$ cat config.mk
export PLATFORM = sky130hd
export DESIGN_NAME = gat_layer_sequencer_flat
export DESIGN_NICKNAME = d
export VERILOG_FILES = /design/src/rtl/gat_seq_pkg.sv /design/src/rtl/gat_layer_sequencer_if.sv /design/src/rtl/gat_feat_skid.sv /design/src/rtl/gat_layer_sequencer.sv /design/src/flat_wrapper.sv
export SDC_FILE = /design/constraint.sdc
export NUM_CORES = 1
export LEC_CHECK = 0
export BUFFER_PORTS_ARGS = -buffer_cell sky130_fd_sc_hd__buf_2
export CAP_MARGIN = 20
export CORE_MARGIN = 4
export CORE_UTILIZATION = 30
export DETAILED_ROUTE_END_ITERATION = 12
export PLACE_DENSITY_LB_ADDON = 0.25
export SETUP_SLACK_MARGIN = 0.2
export SYNTH_ARGS = -nofsm -noshare
export SYNTH_HDL_FRONTEND = slang
export SYNTH_SLANG_ARGS = --single-unit
export TNS_END_PERCENT = 30
$ cat constraint.sdc
create_clock -name clk -period 7.2 [get_ports clk]
set_input_delay 1.44 -clock clk [delete_from_list [all_inputs] [get_ports clk]]
set_output_delay 1.44 -clock clk [all_outputs]
set_load 0.03 [all_outputs]
$ cat src/rtl/gat_seq_pkg.sv
// Shared constants for the GAT layer sequencer: FSM encoding and sizing helpers.
package gat_seq_pkg;

   localparam logic [2:0] S_IDLE      = 3'd0;
   localparam logic [2:0] S_WAIT_LOAD = 3'd1;
   localparam logic [2:0] S_RUN       = 3'd2;
   localparam logic [2:0] S_DRAIN     = 3'd3;
   localparam logic [2:0] S_NEXT      = 3'd4;
   localparam logic [2:0] S_DONE      = 3'd5;

   localparam int DEF_NUM_SUBGRAPHS   = 2708;
   localparam int DEF_NUM_FEATURE_OUT = 16;

   function automatic int word_addr_w(input int words);
      return (words > 1) ? $clog2(words) : 1;
   endfunction

endpackage

$ cat src/rtl/gat_layer_sequencer_if.sv
// Valid/ready feature stream carrying the drained new-feature BRAM words.
interface gat_layer_sequencer_if #(parameter int W = 32);
   logic [W-1:0] data;
   logic         valid;
   logic         ready;
   logic         last;

   modport master (output data, valid, last, input ready);
   modport slave  (input data, valid, last, output ready);
endinterface

$ cat src/rtl/gat_feat_skid.sv
// Two-entry skid FIFO behind a 1-cycle-latency BRAM read port, tracking the read in flight.
module gat_feat_skid #(
   parameter int W = 32
) (
   input  logic         clk,
   input  logic         rst_n,
   input  logic         issue,
   input  logic         issue_last,
   input  logic [W-1:0] rdata,
   output logic         can_issue,
   output logic [W-1:0] data,
   output logic         valid,
   output logic         last,
   input  logic         ready
);

   logic [1:0][W:0] mem;
   logic            wr_ptr, rd_ptr;
   logic [1:0]      count;
   logic            in_flight, in_flight_last;
   logic            push, pop;
   logic [2:0]      occupancy;

   assign push  = in_flight;
   assign pop   = valid & ready;
   assign valid = (count != 2'd0);
   assign {last, data} = mem[rd_ptr];

   // Occupancy is taken after this cycle's pop so a held-ready sink gets one word per clock.
   assign occupancy = {1'b0, count} - {2'b0, pop} + {2'b0, in_flight};
   assign can_issue = (occupancy < 3'd2);

   always_ff @(posedge clk or negedge rst_n) begin
      if (!rst_n) begin
         mem            <= '0;
         wr_ptr         <= 1'b0;
         rd_ptr         <= 1'b0;
         count          <= 2'd0;
         in_flight      <= 1'b0;
         in_flight_last <= 1'b0;
      end else begin
         in_flight      <= issue;
         in_flight_last <= issue_last;
         if (push) begin
            mem[wr_ptr] <= {in_flight_last, rdata};
            wr_ptr      <= ~wr_ptr;
         end
         if (pop) rd_ptr <= ~rd_ptr;
         count <= count + {1'b0, push} - {1'b0, pop};
      end
   end

endmodule

$ cat src/rtl/gat_layer_sequencer.sv
// Run-time controller for the GAT core: gates load flags, selects the layer,
// waits for layer completion and streams the new-feature BRAM out.
module gat_layer_sequencer
   import gat_seq_pkg::*;
#(
   parameter int TOP_WIDTH          = 32,
   parameter int NEW_FEATURE_WIDTH  = 32,
   parameter int NUM_SUBGRAPHS      = DEF_NUM_SUBGRAPHS,
   parameter int NUM_FEATURE_OUT    = DEF_NUM_FEATURE_OUT,
   parameter int NUM_LAYERS         = 2,
   parameter int TIMEOUT_W          = 24,
   localparam int NUM_WORDS          = NUM_SUBGRAPHS * NUM_FEATURE_OUT,
   localparam int NEW_FEATURE_ADDR_W = word_addr_w(NUM_WORDS)
) (
   input  logic                            clk,
   input  logic                            rst_n,
   input  logic                            start,
   input  logic                            h_data_ld_i,
   input  logic                            h_node_info_ld_i,
   input  logic                            wgt_ld_i,
   output logic                            h_data_bram_load_done,
   output logic                            h_node_info_bram_load_done,
   output logic                            wgt_bram_load_done,
   output logic                            gat_layer,
   input  logic                            gat_ready,
   output logic [NEW_FEATURE_ADDR_W+1:0]   feat_bram_addrb,
   input  logic [NEW_FEATURE_WIDTH-1:0]    feat_bram_dout,
   gat_layer_sequencer_if.master           m,
   output logic                            busy,
   output logic                            done,
   output logic                            layer_idx,
   output logic                            err_timeout
);

   // Watchdog kept no wider than the host bus so it stays readable there.
   localparam int WD_W = (TIMEOUT_W < TOP_WIDTH) ? TIMEOUT_W : TOP_WIDTH;
   localparam logic [NEW_FEATURE_ADDR_W-1:0] LAST_IDX = NEW_FEATURE_ADDR_W'(NUM_WORDS - 1);

   logic [2:0]                    state;
   logic                          ready_q, layer_q, err_q;
   logic [WD_W-1:0]               wd;
   logic [NEW_FEATURE_ADDR_W-1:0] cnt;
   logic                          issued_all, issue, can_issue;
   logic                          all_ld, ready_rise, last_hs, ld_out;

   assign all_ld     = h_data_ld_i & h_node_info_ld_i & wgt_ld_i;
   assign ready_rise = gat_ready & ~ready_q;
   assign issue      = (state == S_DRAIN) & ~issued_all & can_issue;
   assign last_hs    = m.valid & m.ready & m.last;

   always_ff @(posedge clk or negedge rst_n) begin
      if (!rst_n) begin
         state      <= S_IDLE;
         ready_q    <= 1'b0;
         layer_q    <= 1'b0;
         err_q      <= 1'b0;
         wd         <= '0;
         cnt        <= '0;
         issued_all <= 1'b0;
      end else begin
         ready_q <= gat_ready;
         case (state)
            S_IDLE, S_DONE: if (start) begin
               state   <= S_WAIT_LOAD;
               layer_q <= 1'b0;
               err_q   <= 1'b0;
            end
            S_WAIT_LOAD: if (all_ld) begin
               state <= S_RUN;
               wd    <= WD_W'(1);
            end
            // wd holds the 1-based index of the current RUN cycle
            S_RUN: begin
               if (ready_rise) state <= S_DRAIN;
               else if (&wd) begin
                  err_q <= 1'b1;
                  state <= S_DONE;
               end else wd <= wd + 1'b1;
            end
            S_DRAIN: begin
               if (issue) begin
                  if (cnt == LAST_IDX) issued_all <= 1'b1;
                  else                 cnt        <= cnt + 1'b1;
               end
               if (last_hs) begin
                  state      <= S_NEXT;
                  cnt        <= '0;
                  issued_all <= 1'b0;
               end
            end
            S_NEXT: begin
               if (int'(layer_q) < NUM_LAYERS - 1) begin
                  layer_q <= 1'b1;
                  state   <= S_WAIT_LOAD;
               end else state <= S_DONE;
            end
            default: state <= S_IDLE;
         endcase
      end
   end

   gat_feat_skid #(.W(NEW_FEATURE_WIDTH)) u_skid (
      .clk        (clk),
      .rst_n      (rst_n),
      .issue      (issue),
      .issue_last (cnt == LAST_IDX),
      .rdata      (feat_bram_dout),
      .can_issue  (can_issue),
      .data       (m.data),
      .valid      (m.valid),
      .last       (m.last),
      .ready      (m.ready)
   );

   // Flags stay up through DRAIN; NEXT drops them so the core sees a fresh edge.
   assign ld_out                     = (state == S_RUN) | (state == S_DRAIN);
   assign h_data_bram_load_done      = ld_out;
   assign h_node_info_bram_load_done = ld_out;
   assign wgt_bram_load_done         = ld_out;
   assign gat_layer                  = layer_q;
   assign layer_idx                  = layer_q;
   assign err_timeout                = err_q;
   assign feat_bram_addrb            = {cnt, 2'b00};
   assign busy = (state == S_WAIT_LOAD) | (state == S_RUN) | (state == S_DRAIN) | (state == S_NEXT);
   assign done = (state == S_DONE);

endmodule

$ cat src/flat_wrapper.sv
// flat-port wrapper written by rule: the top's interface ports become plain ports
module gat_layer_sequencer_flat import gat_seq_pkg::*;
#(
   parameter int TOP_WIDTH          = 32,
   parameter int NEW_FEATURE_WIDTH  = 32,
   parameter int NUM_SUBGRAPHS      = DEF_NUM_SUBGRAPHS,
   parameter int NUM_FEATURE_OUT    = DEF_NUM_FEATURE_OUT,
   parameter int NUM_LAYERS         = 2,
   parameter int TIMEOUT_W          = 24,
   localparam int NUM_WORDS          = NUM_SUBGRAPHS * NUM_FEATURE_OUT,
   localparam int NEW_FEATURE_ADDR_W = word_addr_w(NUM_WORDS)
)
  (clk, rst_n, start, h_data_ld_i, h_node_info_ld_i, wgt_ld_i, h_data_bram_load_done, h_node_info_bram_load_done, wgt_bram_load_done, gat_layer, gat_ready, feat_bram_addrb, feat_bram_dout, busy, done, layer_idx, err_timeout, m_data, m_valid, m_last, m_ready);
  gat_layer_sequencer_if #(.W((32))) m_i ();
  input  logic clk;
  input  logic rst_n;
  input  logic start;
  input  logic h_data_ld_i;
  input  logic h_node_info_ld_i;
  input  logic wgt_ld_i;
  output logic h_data_bram_load_done;
  output logic h_node_info_bram_load_done;
  output logic wgt_bram_load_done;
  output logic gat_layer;
  input  logic gat_ready;
  output logic [NEW_FEATURE_ADDR_W+1:0] feat_bram_addrb;
  input  logic [NEW_FEATURE_WIDTH-1:0] feat_bram_dout;
  output logic busy;
  output logic done;
  output logic layer_idx;
  output logic err_timeout;
  output wire logic [$bits(m_i.data)-1:0] m_data;
  output wire logic [$bits(m_i.valid)-1:0] m_valid;
  output wire logic [$bits(m_i.last)-1:0] m_last;
  input wire logic [$bits(m_i.ready)-1:0] m_ready;
  assign m_data = m_i.data;
  assign m_valid = m_i.valid;
  assign m_last = m_i.last;
  assign m_i.ready = m_ready;
  gat_layer_sequencer #(.TOP_WIDTH(TOP_WIDTH), .NEW_FEATURE_WIDTH(NEW_FEATURE_WIDTH), .NUM_SUBGRAPHS(NUM_SUBGRAPHS), .NUM_FEATURE_OUT(NUM_FEATURE_OUT), .NUM_LAYERS(NUM_LAYERS), .TIMEOUT_W(TIMEOUT_W)) u_core (.clk(clk), .rst_n(rst_n), .start(start), .h_data_ld_i(h_data_ld_i), .h_node_info_ld_i(h_node_info_ld_i), .wgt_ld_i(wgt_ld_i), .h_data_bram_load_done(h_data_bram_load_done), .h_node_info_bram_load_done(h_node_info_bram_load_done), .wgt_bram_load_done(wgt_bram_load_done), .gat_layer(gat_layer), .gat_ready(gat_ready), .feat_bram_addrb(feat_bram_addrb), .feat_bram_dout(feat_bram_dout), .m(m_i), .busy(busy), .done(done), .layer_idx(layer_idx), .err_timeout(err_timeout));
endmodule
==> impl_metrics.toml, run 1 <==
[critical_path]
critPathMostFrequentCell = "sky130_fd_sc_hd__ha_1"
timing.setup.critical_path_class = "input port to register"
arrival_ns = 4.01
maximum_fanout_along_the_worst_path = 13
cp_cell_sequence = "buf_2, o21a_1, ha_1, inv_1, ha_1, fa_1, nor4_4, o21ai_2, or4_1, a21oi_1"
cp_max_stage_delay_ns = 0.54
timing.critical_path.slowest_stage_cell = "sky130_fd_sc_hd__or4_1"
end_kind = "register"
worstSetupStartpointType = "input port"
worstPathRequired_ns = 7.53

[sta]
rsz_0062_raised_after_global_routing = "false"
worst_pin_slew_ns = 1.02
smallest_setup_slack_after_layout_ns = 3.51
post-route-min-period_ns = 3.69
period_share_pct = 51.2
slew_viol_final = 0
maxSlewHeadroom_pct = 31.6
setup-tns-final_ns = 0
timing_hold_violations_final = 0
setup_viol = 0
achievable-frequency_mhz = 271
finalClockSkew_ns = 0.00677

[placed_design]
port_buffer_count = 97
placedCellCount = 859
gp_congestion = 0.785
total_half_perimeter_wirelength_after_legalization_and_detailed_placement_um = 9650
preCtsSetupSlack_ns = 3.08

[synth]
synth_compound_area_share_pct = 12.6
dominant_combinational_cell_family_by_area_after_synthesis = "multiplexers"
synth-adder-area-share_pct = 1.17
post_synth_mux_area_share_pct = 18.7
synth_simple_gate_area_share_pct = 13.5
synth.area.top_cells = "sky130_fd_sc_hd__dfrtp_1 (50%), sky130_fd_sc_hd__mux2_2 (19%), sky130_fd_sc_hd__nand2_1 (1.9%)"
synth_sequential_area_ratio_pct = 49.9
synth-warning-count = 0
yosys.cell_types.count = 63
ys_ff_latch = 119
synth_top_flop_cell = "sky130_fd_sc_hd__dfrtp_1"
syn_avg_cell_area_um2 = 11.4
synth-edff-count = 0
syn_area_mm2 = 0.00597
synthXorXnorAreaFrac_pct = 0.734
ys_async_sr_fraction_pct = 100
synth_cells = 525
post-synth-top-area-fraction_pct = 49.9
synthDominantAreaCellType = "sky130_fd_sc_hd__dfrtp_1"

[cells_and_area]
layout.nets = 658
layout_commonest_cell = "sky130_fd_sc_hd__dfrtp_1"
most-common-layout-cells = "sky130_fd_sc_hd__dfrtp_1 (119), sky130_fd_sc_hd__mux2_2 (99), sky130_fd_sc_hd__buf_2 (96)"
n_antenna_cell = 0
finalCoreUtilization_pct = 37.2
syn_to_final_growth_pct = 21.7
post_route_cells_drive_above_1_share_pct = 39.1
layout.cells.non_filler = 891

[global_route]
first_global_vias = 4666
grt_start_max_net_pins = 71
gr-usage-all-layers_pct = 13.3
grt-ovfl-total = 0
antenna_violations_before_repair = 0
grt_first_pass_wirelength_um = 24000

[job]
drv.max_cap_violation_count = 0

[hold_path]
worst_hold_path_type = "register to register"

[cts]
tritoncts = "done"
cts-buffers-inserted = 17
clock_tree.htree_level_count = 4
clkLatencyLatePin_ns = 0.41
cts-resized-gates = 0
post-cts-setup-buffer-count = 0
tritoncts_num_sinks = 119
clockRootBuffer = "sky130_fd_sc_hd__clkbuf_16"
ctsHoldBuffers = 0
clkTransAtPathRegs_ns = 0.05
clock_path_buffers = 2

[drt]
drc = 0
drt-pass1-iter-count = 4
detail_route.vias_per_cell = 5.09
final_antenna_net_count = 0
routedWlPerCell_um = 16.0
detailroute.via_count = 4537
routed_wl_um = 14300
drt-initial-drc-count = 237

[die]
floorplan.io_pins = 100
dieWidth_um = 149
coreArea_mm2 = 0.0195
fp.dieArea_mm2 = 0.0222
initial_utilization_pct = 30.6
die_height_um = 149
std_cell_rows = 51

[power]
power.leakage_uw = 0.00323
switching_share_pct = 38.7
power_density_mw_per_mm2 = 434
power.switching_uw = 1220
internal_power_uw = 1930
clock_power_share_pct = 26.4
combinational_share_of_power_pct = 39.8
max-vdd-ir-drop_v = 0.000206
power.sequential.fraction_pct = 33.9

[run_status]
run_status = "finished, final reports clean"
stage by stage:
step	hold WS [ns]	instance area (um2)	total power, uW
6_report	0.494	7260	3160
5_1_grt	0.516	7260	3350
4_1_cts	0.493	7260	3200
3_5_place_dp	0.487	6680	2350
3_3_place_gp	0.478	6680	2310
2_1_floorplan	0.461	5970	2020
cells in the mapped netlist, types with 8 or more instances:
library cell	n
sky130_fd_sc_hd__a21oi_1	14
sky130_fd_sc_hd__a31oi_1	17
sky130_fd_sc_hd__and3_1	9
sky130_fd_sc_hd__clkbuf_1	14
sky130_fd_sc_hd__dfrtp_1	119
sky130_fd_sc_hd__inv_1	12
sky130_fd_sc_hd__mux2_2	99
sky130_fd_sc_hd__nand2_1	30
sky130_fd_sc_hd__nand3_1	21
sky130_fd_sc_hd__nand4_1	14
sky130_fd_sc_hd__nor2_1	21
sky130_fd_sc_hd__o211ai_1	8
sky130_fd_sc_hd__o21ai_0	18
worst paths after layout:
path / start / end / slack, ns / depth (start not counted)
worst max-delay path: m_ready / u_core.cnt[11] / 3.51 / 10
worst min-delay path: u_core.u_skid.in_flight / u_core.u_skid.wr_ptr / 0.49 / 1
worst max register to register: u_core.u_skid.count[1] / u_core.cnt[11] / 4.12 / 9
worst min register to register: u_core.u_skid.in_flight / u_core.u_skid.wr_ptr / 0.49 / 1
max in group asynchronous: rst_n / u_core.wd[6] / 4.75 / 2
min in group asynchronous: rst_n / u_core.u_skid.mem[56] / 1.07 / 1
critical path: cells and delay by family:
kind,cells,cell delay [ns]
adders and majority gates,3,0.96
and+or+nand+nor,2,0.95
AOI/OAI and AO/OA,3,0.51
buffers and inverters,2,0.14
cell type report:
cell class                      instances  area, um2
Clock buffer                           20        457
Clock inverter                         12        126
Fill cell                            1927      12300
Inverter                               12       45.0
Multi-Input combinational cell        362       2810
Sequential cell                       119       2980
Tap cell                              265        332
Timing Repair Buffer                  101        518
state kept, by name, summed over array words and instances, names as in the netlist:
| register | cells |
|---|---|
| u_core.u_skid.wr_ptr | 1 |
| u_core.wd | 24 |
| u_core.issued_all | 1 |
| u_core.cnt | 16 |
| u_core.ready_q | 1 |
| u_core.u_skid.count | 2 |
| u_core.state | 3 |
| u_core.u_skid.in_flight | 1 |
| u_core.err_timeout | 1 |
| u_core.u_skid.mem | 66 |
| u_core.u_skid.in_flight_last | 1 |
| u_core.u_skid.rd_ptr | 1 |
| u_core.gat_layer | 1 |
kinds of logic (layout without fill, tap and decap cells):
kind of cell	count (synthesis)	in the layout
xor gates and xnor gates	5	5
muxes	99	99
AOI/OAI and AO/OA	108	108
and+or+nand+nor	143	143
DFF	119	119
adders and majority gates	5	5
buffers and inverters	45	145
other	1	2
power groups by stage:
stage	sequential, uW	combinational [uW]	clock (uW)
floorplan	1020	996	0
detailed placement	1080	1270	0
global route	1100	1360	892
global placement	1060	1260	0
finish	1070	1260	831
CTS	1070	1280	855
layer usage:
metal | vias to the layer above | global-route usage [%] | routed length (um)
met5 | - | 0 | 0
met4 | 0 | 4.53 | 180
met3 | 16 | 3.95 | 774
met2 | 113 | 20.9 | 6600
met1 | 2257 | 17.7 | 6730
li1 | 2151 | - | -
No activity file was read; power rests on OpenSTA's default activity.
==> run 2: changes to the inputs <==
==> constraint.sdc (replaced) <==
create_clock -name clk -period 3.8 [get_ports clk]
set_input_delay 0.76 -clock clk [delete_from_list [all_inputs] [get_ports clk]]
set_output_delay 0.76 -clock clk [all_outputs]
set_load 0.03 [all_outputs]
==> run 2 against run 1 <==
  * Sequential power grew 90%
  * First-iteration DRC count is 18% higher
  * Power grew 94%
  * Clock power grew 100%
  * Highest routed layer unchanged
==> impl_metrics.toml, run 2 (synthesized netlist as in run 1, its figures left out) <==
[critical_path]
worstSetupStartpointType = "register"
timing.setup.critical_path_class = "register to register"
arrival_ns = 3.43
maximum_fanout_along_the_worst_path = 13
end_kind = "register"
worstPathRequired_ns = 4.13

[drt]
final_antenna_net_count = 0
drt-pass1-iter-count = 4
drt-initial-drc-count = 280
detail_route.vias_per_cell = 5.07
routed_wl_um = 14500
drc = 0
routedWlPerCell_um = 16.3
detailroute.via_count = 4514

[cts]
cts-buffers-inserted = 17
tritoncts = "done"
cts-resized-gates = 0
clkLatencyLatePin_ns = 0.41
ctsHoldBuffers = 0
clockRootBuffer = "sky130_fd_sc_hd__clkbuf_16"
post-cts-setup-buffer-count = 0
clkTransAtPathRegs_ns = 0.06
tritoncts_num_sinks = 119
clock_tree.htree_level_count = 4
clock_path_buffers = 2

[hold_path]
worst_hold_path_type = "input port to asynchronous set/reset pin"

[power]
internal_power_uw = 3790
clock_power_share_pct = 27.5
power.leakage_uw = 0.00326
power.switching_uw = 2330
switching_share_pct = 38.1
combinational_share_of_power_pct = 39.3
power.sequential.fraction_pct = 33.2
power_density_mw_per_mm2 = 835
max-vdd-ir-drop_v = 0.000399

[die]
floorplan.io_pins = 100
fp.dieArea_mm2 = 0.0222
dieWidth_um = 149
initial_utilization_pct = 30.6
std_cell_rows = 51
die_height_um = 149
coreArea_mm2 = 0.0195

[sta]
hold_slack_ns = 0.264
smallest_setup_slack_after_layout_ns = 0.695
post-route-min-period_ns = 3.11
maxSlewHeadroom_pct = 32.6
worst_pin_slew_ns = 1.01
timing_hold_violations_final = 0
achievable-frequency_mhz = 322
rsz_0062_raised_after_global_routing = "false"
finalClockSkew_ns = 0.0125
setup-tns-final_ns = 0
setup_viol = 0
period_share_pct = 81.7
slew_viol_final = 0

[cells_and_area]
n_antenna_cell = 0
total_area_of_multi_input_combinational_cells_mm2 = 0.00281
regArea_mm2 = 0.00298
regMostFlops = "u_core.u_skid.mem"
largest_register_ffs = 66
syn_to_final_growth_pct = 22.9
layout_commonest_cell = "sky130_fd_sc_hd__dfrtp_1"
layout.nets = 658
fillerInstances = 1932
finalCoreUtilization_pct = 37.5
reg.largest.list = "u_core.u_skid.mem x66, u_core.wd x24, u_core.cnt x16"
post_route_cells_drive_above_1_share_pct = 39.1
most-common-layout-cells = "sky130_fd_sc_hd__dfrtp_1 (119), sky130_fd_sc_hd__mux2_2 (99), sky130_fd_sc_hd__buf_2 (96)"

[global_route]
first_global_vias = 4698
gr-usage-all-layers_pct = 13.5
grt_first_pass_wirelength_um = 24300
antenna_violations_before_repair = 0
grt-ovfl-total = 0
grt_start_max_net_pins = 94

[placed_design]
total_half_perimeter_wirelength_after_legalization_and_detailed_placement_um = 9700
preCtsSetupSlack_ns = 0.305
port_buffer_count = 97
gp_congestion = 0.766

[run_status]
run_status = "finished, final reports clean"

[job]
drv.max_cap_violation_count = 0
run 2: cell types whose count changed in the layout (fill, tap and decap cells not counted):
cell,delta
sky130_fd_sc_hd__clkinv_2,-3
sky130_fd_sc_hd__bufinv_16,+1
sky130_fd_sc_hd__clkinv_4,+3
sky130_fd_sc_hd__clkbuf_8,+2
sky130_fd_sc_hd__clkinvlp_4,-2
sky130_fd_sc_hd__buf_4,-2
sky130_fd_sc_hd__inv_6,-1
sky130_fd_sc_hd__buf_12,+2
run 2: per-layer routing:
layer	GRT usage (%)	wire length [um]	up-vias
met5	0	0	-
met4	4.94	184	0
met2	20.2	6670	107
met3	3.56	686	18
li1	-	-	2146
met1	18.7	7000	2243
run 2: through the flow:
stage                     instances  power, uW  cell area (um2)
after floorplan                 526       3820             5970
after global placement          859       4400             6700
after detailed placement        859       4480             6700
after CTS                       891       6200             7330
after global routing            891       6490             7330
final                           891       6120             7330
run 2: power groups by stage:
stage,sequential (uW),clock [uW],combinational [uW]
global placement,2020,0,2380
floorplan,1930,0,1890
global route,2100,1790,2590
CTS,2030,1740,2430
finish,2030,1680,2400
detailed placement,2050,0,2430
run 2: cell type report:
type / count / share of cell area [%]
flip-flops and latches: 119 / 40.6
multi-input cells: 362 / 38.3
repair buffers: 101 / 7.41
clock buffers: 22 / 6.60
well taps: 265 / 4.52
clock inverters: 10 / 1.96
inverters: 12 / 0.614
run 2: path summary, 6_finish.rpt:
check	startpoint	end	slack [ns]	cells after the start
setup / recovery	u_core.u_skid.count[1]	u_core.cnt[9]	0.69	9
hold / removal	rst_n	u_core.u_skid.mem[19]	0.26	1
setup reg to reg	u_core.u_skid.count[1]	u_core.cnt[9]	0.69	9
hold reg to reg	u_core.u_skid.mem[47]	u_core.u_skid.mem[47]	0.50	1
max in group asynchronous	rst_n	u_core.u_skid.rd_ptr	2.68	2
min in group clk	gat_ready	u_core.ready_q	0.48	1
run 2: worst max-delay path: stages (launching register included):
cell and delay [ns]:
sky130_fd_sc_hd__dfrtp_1 0.42, sky130_fd_sc_hd__o21a_1 0.24, sky130_fd_sc_hd__ha_1 0.28, sky130_fd_sc_hd__inv_1 0.04, sky130_fd_sc_hd__ha_1 0.18, sky130_fd_sc_hd__fa_1 0.50
sky130_fd_sc_hd__nor4_4 0.41, sky130_fd_sc_hd__o21ai_2 0.24, sky130_fd_sc_hd__or4_1 0.54, sky130_fd_sc_hd__a21oi_1 0.17
==> run 3: changes to the inputs <==
--- a/config.mk
+++ b/config.mk
@@ -5,6 +5,7 @@
 export SDC_FILE = /design/constraint.sdc
 export NUM_CORES = 1
 export LEC_CHECK = 0
+export ABC_AREA = 1
 export BUFFER_PORTS_ARGS = -buffer_cell sky130_fd_sc_hd__buf_2
 export CAP_MARGIN = 20
 export CORE_MARGIN = 4
==> constraint.sdc (replaced) <==
create_clock -name clk -period 3 [get_ports clk]
set_input_delay 0.6 -clock clk [delete_from_list [all_inputs] [get_ports clk]]
set_output_delay 0.6 -clock clk [all_outputs]
set_load 0.03 [all_outputs]
==> run 3 against run 2 <==
  * Clock skew hardly changed
  * Clock power grew 29%
  * Non-clock buffer count is 3 higher
  * Combinational power is 24% higher
  * Fmax up 20%
  * Sequential power rose by 21%
  * Critical endpoint is now u_core.cnt[11]
  * Largest cell class unchanged
==> impl_metrics.toml, run 3 <==
[sta]
setup_viol = 0
achievable-frequency_mhz = 387
period_share_pct = 86.2
timing_hold_violations_final = 0
post-route-min-period_ns = 2.59
slew_viol_final = 0
setup-tns-final_ns = 0
maxSlewHeadroom_pct = 47.3
finalClockSkew_ns = 0.0123
rsz_0062_raised_after_global_routing = "true"
worst_pin_slew_ns = 0.788

[synth]
synth_top_cells_by_count = "sky130_fd_sc_hd__nand2_1 (340), sky130_fd_sc_hd__dfrtp_1 (119), sky130_fd_sc_hd__inv_1 (81)"
ys_async_sr_fraction_pct = 100
post-synth-top-area-fraction_pct = 47.4
synth.area.top_cells = "sky130_fd_sc_hd__dfrtp_1 (47%), sky130_fd_sc_hd__nand2_1 (20%), sky130_fd_sc_hd__o21ai_0 (6.0%)"
synth-edff-count = 0
synth_cells = 856
yosys.cell_types.count = 41
synthDominantAreaCellType = "sky130_fd_sc_hd__dfrtp_1"
yosysMostFrequentCell = "sky130_fd_sc_hd__nand2_1"
synth_top_flop_cell = "sky130_fd_sc_hd__dfrtp_1"
syn_area_mm2 = 0.00629
syn_avg_cell_area_um2 = 7.35
ys_ff_latch = 119
synth-warning-count = 0
synth_sequential_area_ratio_pct = 47.4

[cts]
clock_tree.htree_level_count = 4
clockRootBuffer = "sky130_fd_sc_hd__clkbuf_16"
clock_path_buffers = 2
clkTransAtPathRegs_ns = 0.06
post-cts-setup-buffer-count = 0
clkLatencyLatePin_ns = 0.42
cts-buffers-inserted = 17
tritoncts_num_sinks = 119
tritoncts = "done"

[placed_design]
gp_congestion = 0.773
port_buffer_count = 97
total_half_perimeter_wirelength_after_legalization_and_detailed_placement_um = 10500
placedCellCount = 1197

[power]
power_density_mw_per_mm2 = 996
internal_power_uw = 4410
switching_share_pct = 41.9
combinational_share_of_power_pct = 39.3
max-vdd-ir-drop_v = 0.000402
power.leakage_uw = 0.00389
power.sequential.fraction_pct = 32.3
clock_power_share_pct = 28.4
power.switching_uw = 3190

[die]
initial_utilization_pct = 30.8
floorplan.io_pins = 100
coreArea_mm2 = 0.0204
die_height_um = 153
dieWidth_um = 153
std_cell_rows = 52
fp.dieArea_mm2 = 0.0233

[drt]
detail_route.vias_per_cell = 4.45
routed_wl_um = 14900
drt-initial-drc-count = 275
detailroute.via_count = 5464
drt-pass1-iter-count = 5
routedWlPerCell_um = 12.1
drc = 0
final_antenna_net_count = 0

[critical_path]
arrival_ns = 2.94
end_kind = "register"
worstSetupStartpointType = "register"
maximum_fanout_along_the_worst_path = 10
timing.setup.critical_path_class = "register to register"
worstPathRequired_ns = 3.35

[global_route]
grt-ovfl-total = 0
gr-usage-all-layers_pct = 13.1
grt_first_pass_wirelength_um = 25300
antenna_violations_before_repair = 0
grt_start_max_net_pins = 61
first_global_vias = 5096

[cells_and_area]
regMostFlops = "u_core.u_skid.mem"
most-common-layout-cells = "sky130_fd_sc_hd__nand2_1 (339), sky130_fd_sc_hd__dfrtp_1 (119), sky130_fd_sc_hd__buf_2 (96)"
layout.nets = 991
layout.cells.non_filler = 1229
syn_to_final_growth_pct = 21.3
largest_register_ffs = 66
layout_commonest_cell = "sky130_fd_sc_hd__nand2_1"
post_route_cells_drive_above_1_share_pct = 17.4
n_antenna_cell = 0
reg.largest.list = "u_core.u_skid.mem x66, u_core.wd x24, u_core.cnt x16"

[run_status]
run_status = "finished, final reports clean"

[job]
drv.max_cap_violation_count = 0

[hold_path]
worst_hold_path_type = "input port to asynchronous set/reset pin"
run 3: changes by cell type in the layout (fill, tap and decap cells not counted), moves of 8 or more:
cell / delta
sky130_fd_sc_hd__a21oi_1: -8
sky130_fd_sc_hd__a31oi_1: -16
sky130_fd_sc_hd__and3_1: -9
sky130_fd_sc_hd__inv_1: +69
sky130_fd_sc_hd__mux2_2: -99
sky130_fd_sc_hd__nand2_1: +309
sky130_fd_sc_hd__nand3_1: +19
sky130_fd_sc_hd__nor2_1: +42
sky130_fd_sc_hd__o211ai_1: -8
sky130_fd_sc_hd__o21ai_0: +58
sky130_fd_sc_hd__o21ai_1: +19
run 3: power by group through the flow:
stage	clock network, uW	logic, uW	registers [uW]
finish	2160	2980	2460
global route	2290	3360	2530
CTS	2220	3040	2460
detailed placement	0	3030	2480
global placement	0	3020	2470
floorplan	0	2330	2430
run 3: cells by family after synthesis:
kind of cell	after synthesis	synth area share, %
xor gates and xnor gates	9	1.25
DFF	119	47.4
and+or+nand+nor	484	32.2
other	1	0.0596
buffers and inverters	123	8.32
AOI/OAI and AO/OA	115	9.71
adders and majority gates	5	1.11
run 3: metrics by stage:
step / area, um2 / setup WS [ns] / hold slack [ns] / utilization, % / power, uW
after floorplan: 6290 / 0.450 / 0.304 / - / 4760
after global placement: 7000 / 0.289 / 0.465 / 34.3 / 5490
after detailed placement: 7000 / 0.215 / 0.473 / 34.3 / 5520
after CTS: 7630 / 0.407 / 0.183 / 37.3 / 7720
after global routing: 7630 / 0.189 / 0.210 / 37.3 / 8180
final: 7630 / 0.415 / 0.174 / 37.3 / 7600
run 3: area by class of cell:
| type | instances | area, um2 |
|---|---|---|
| fillers | 2182 | 12800 |
| inverters | 89 | 338 |
| clock buffers | 18 | 429 |
| multi-input cells | 615 | 2800 |
| well taps | 270 | 338 |
| clock inverters | 14 | 198 |
| flip-flops and latches | 119 | 2980 |
| repair buffers | 104 | 553 |
run 3: what timing repair did:
action                     4_1_cts  5_1_grt
setup endpoints to repair        0        3
resized for setup                0        1
hold buffers                     0        0
run 3: per-layer routing:
| metal | wire length, um | share of wire [%] | global-route usage [%] |
|---|---|---|---|
| met1 | 7500 | 50 | 18.4 |
| met2 | 6620 | 44 | 19.9 |
| met5 | 0 | 0 | 0 |
| met4 | 174 | 1.2 | 4.50 |
| met3 | 616 | 4.1 | 2.98 |
run 3: final timing paths:
kind                       slack (ns)              startpoint                     to  cells after the start
hold / removal                   0.17                   rst_n  u_core.u_skid.mem[26]                      1
max in group asynchronous        2.00                   rst_n         u_core.cnt[13]                      2
min in group clk                 0.31               gat_ready         u_core.ready_q                      1
setup reg to reg                 0.41  u_core.u_skid.count[1]         u_core.cnt[11]                     12
setup / recovery                 0.41  u_core.u_skid.count[1]         u_core.cnt[11]                     12
hold reg to reg                  0.48   u_core.u_skid.mem[28]  u_core.u_skid.mem[28]                      2
run 3: critical path, cell delays in order (launching register included):
cell                      delay (ns)
sky130_fd_sc_hd__dfrtp_1        0.42
sky130_fd_sc_hd__o21a_1         0.24
sky130_fd_sc_hd__ha_1           0.28
sky130_fd_sc_hd__inv_1          0.04
sky130_fd_sc_hd__ha_1           0.18
sky130_fd_sc_hd__fa_1           0.46
sky130_fd_sc_hd__nor2_1         0.11
sky130_fd_sc_hd__nand3_1        0.10
sky130_fd_sc_hd__nor2_2         0.13
sky130_fd_sc_hd__nand2_1        0.09
sky130_fd_sc_hd__nand2_1        0.31
sky130_fd_sc_hd__nand2_1        0.10
sky130_fd_sc_hd__nand2_1        0.07
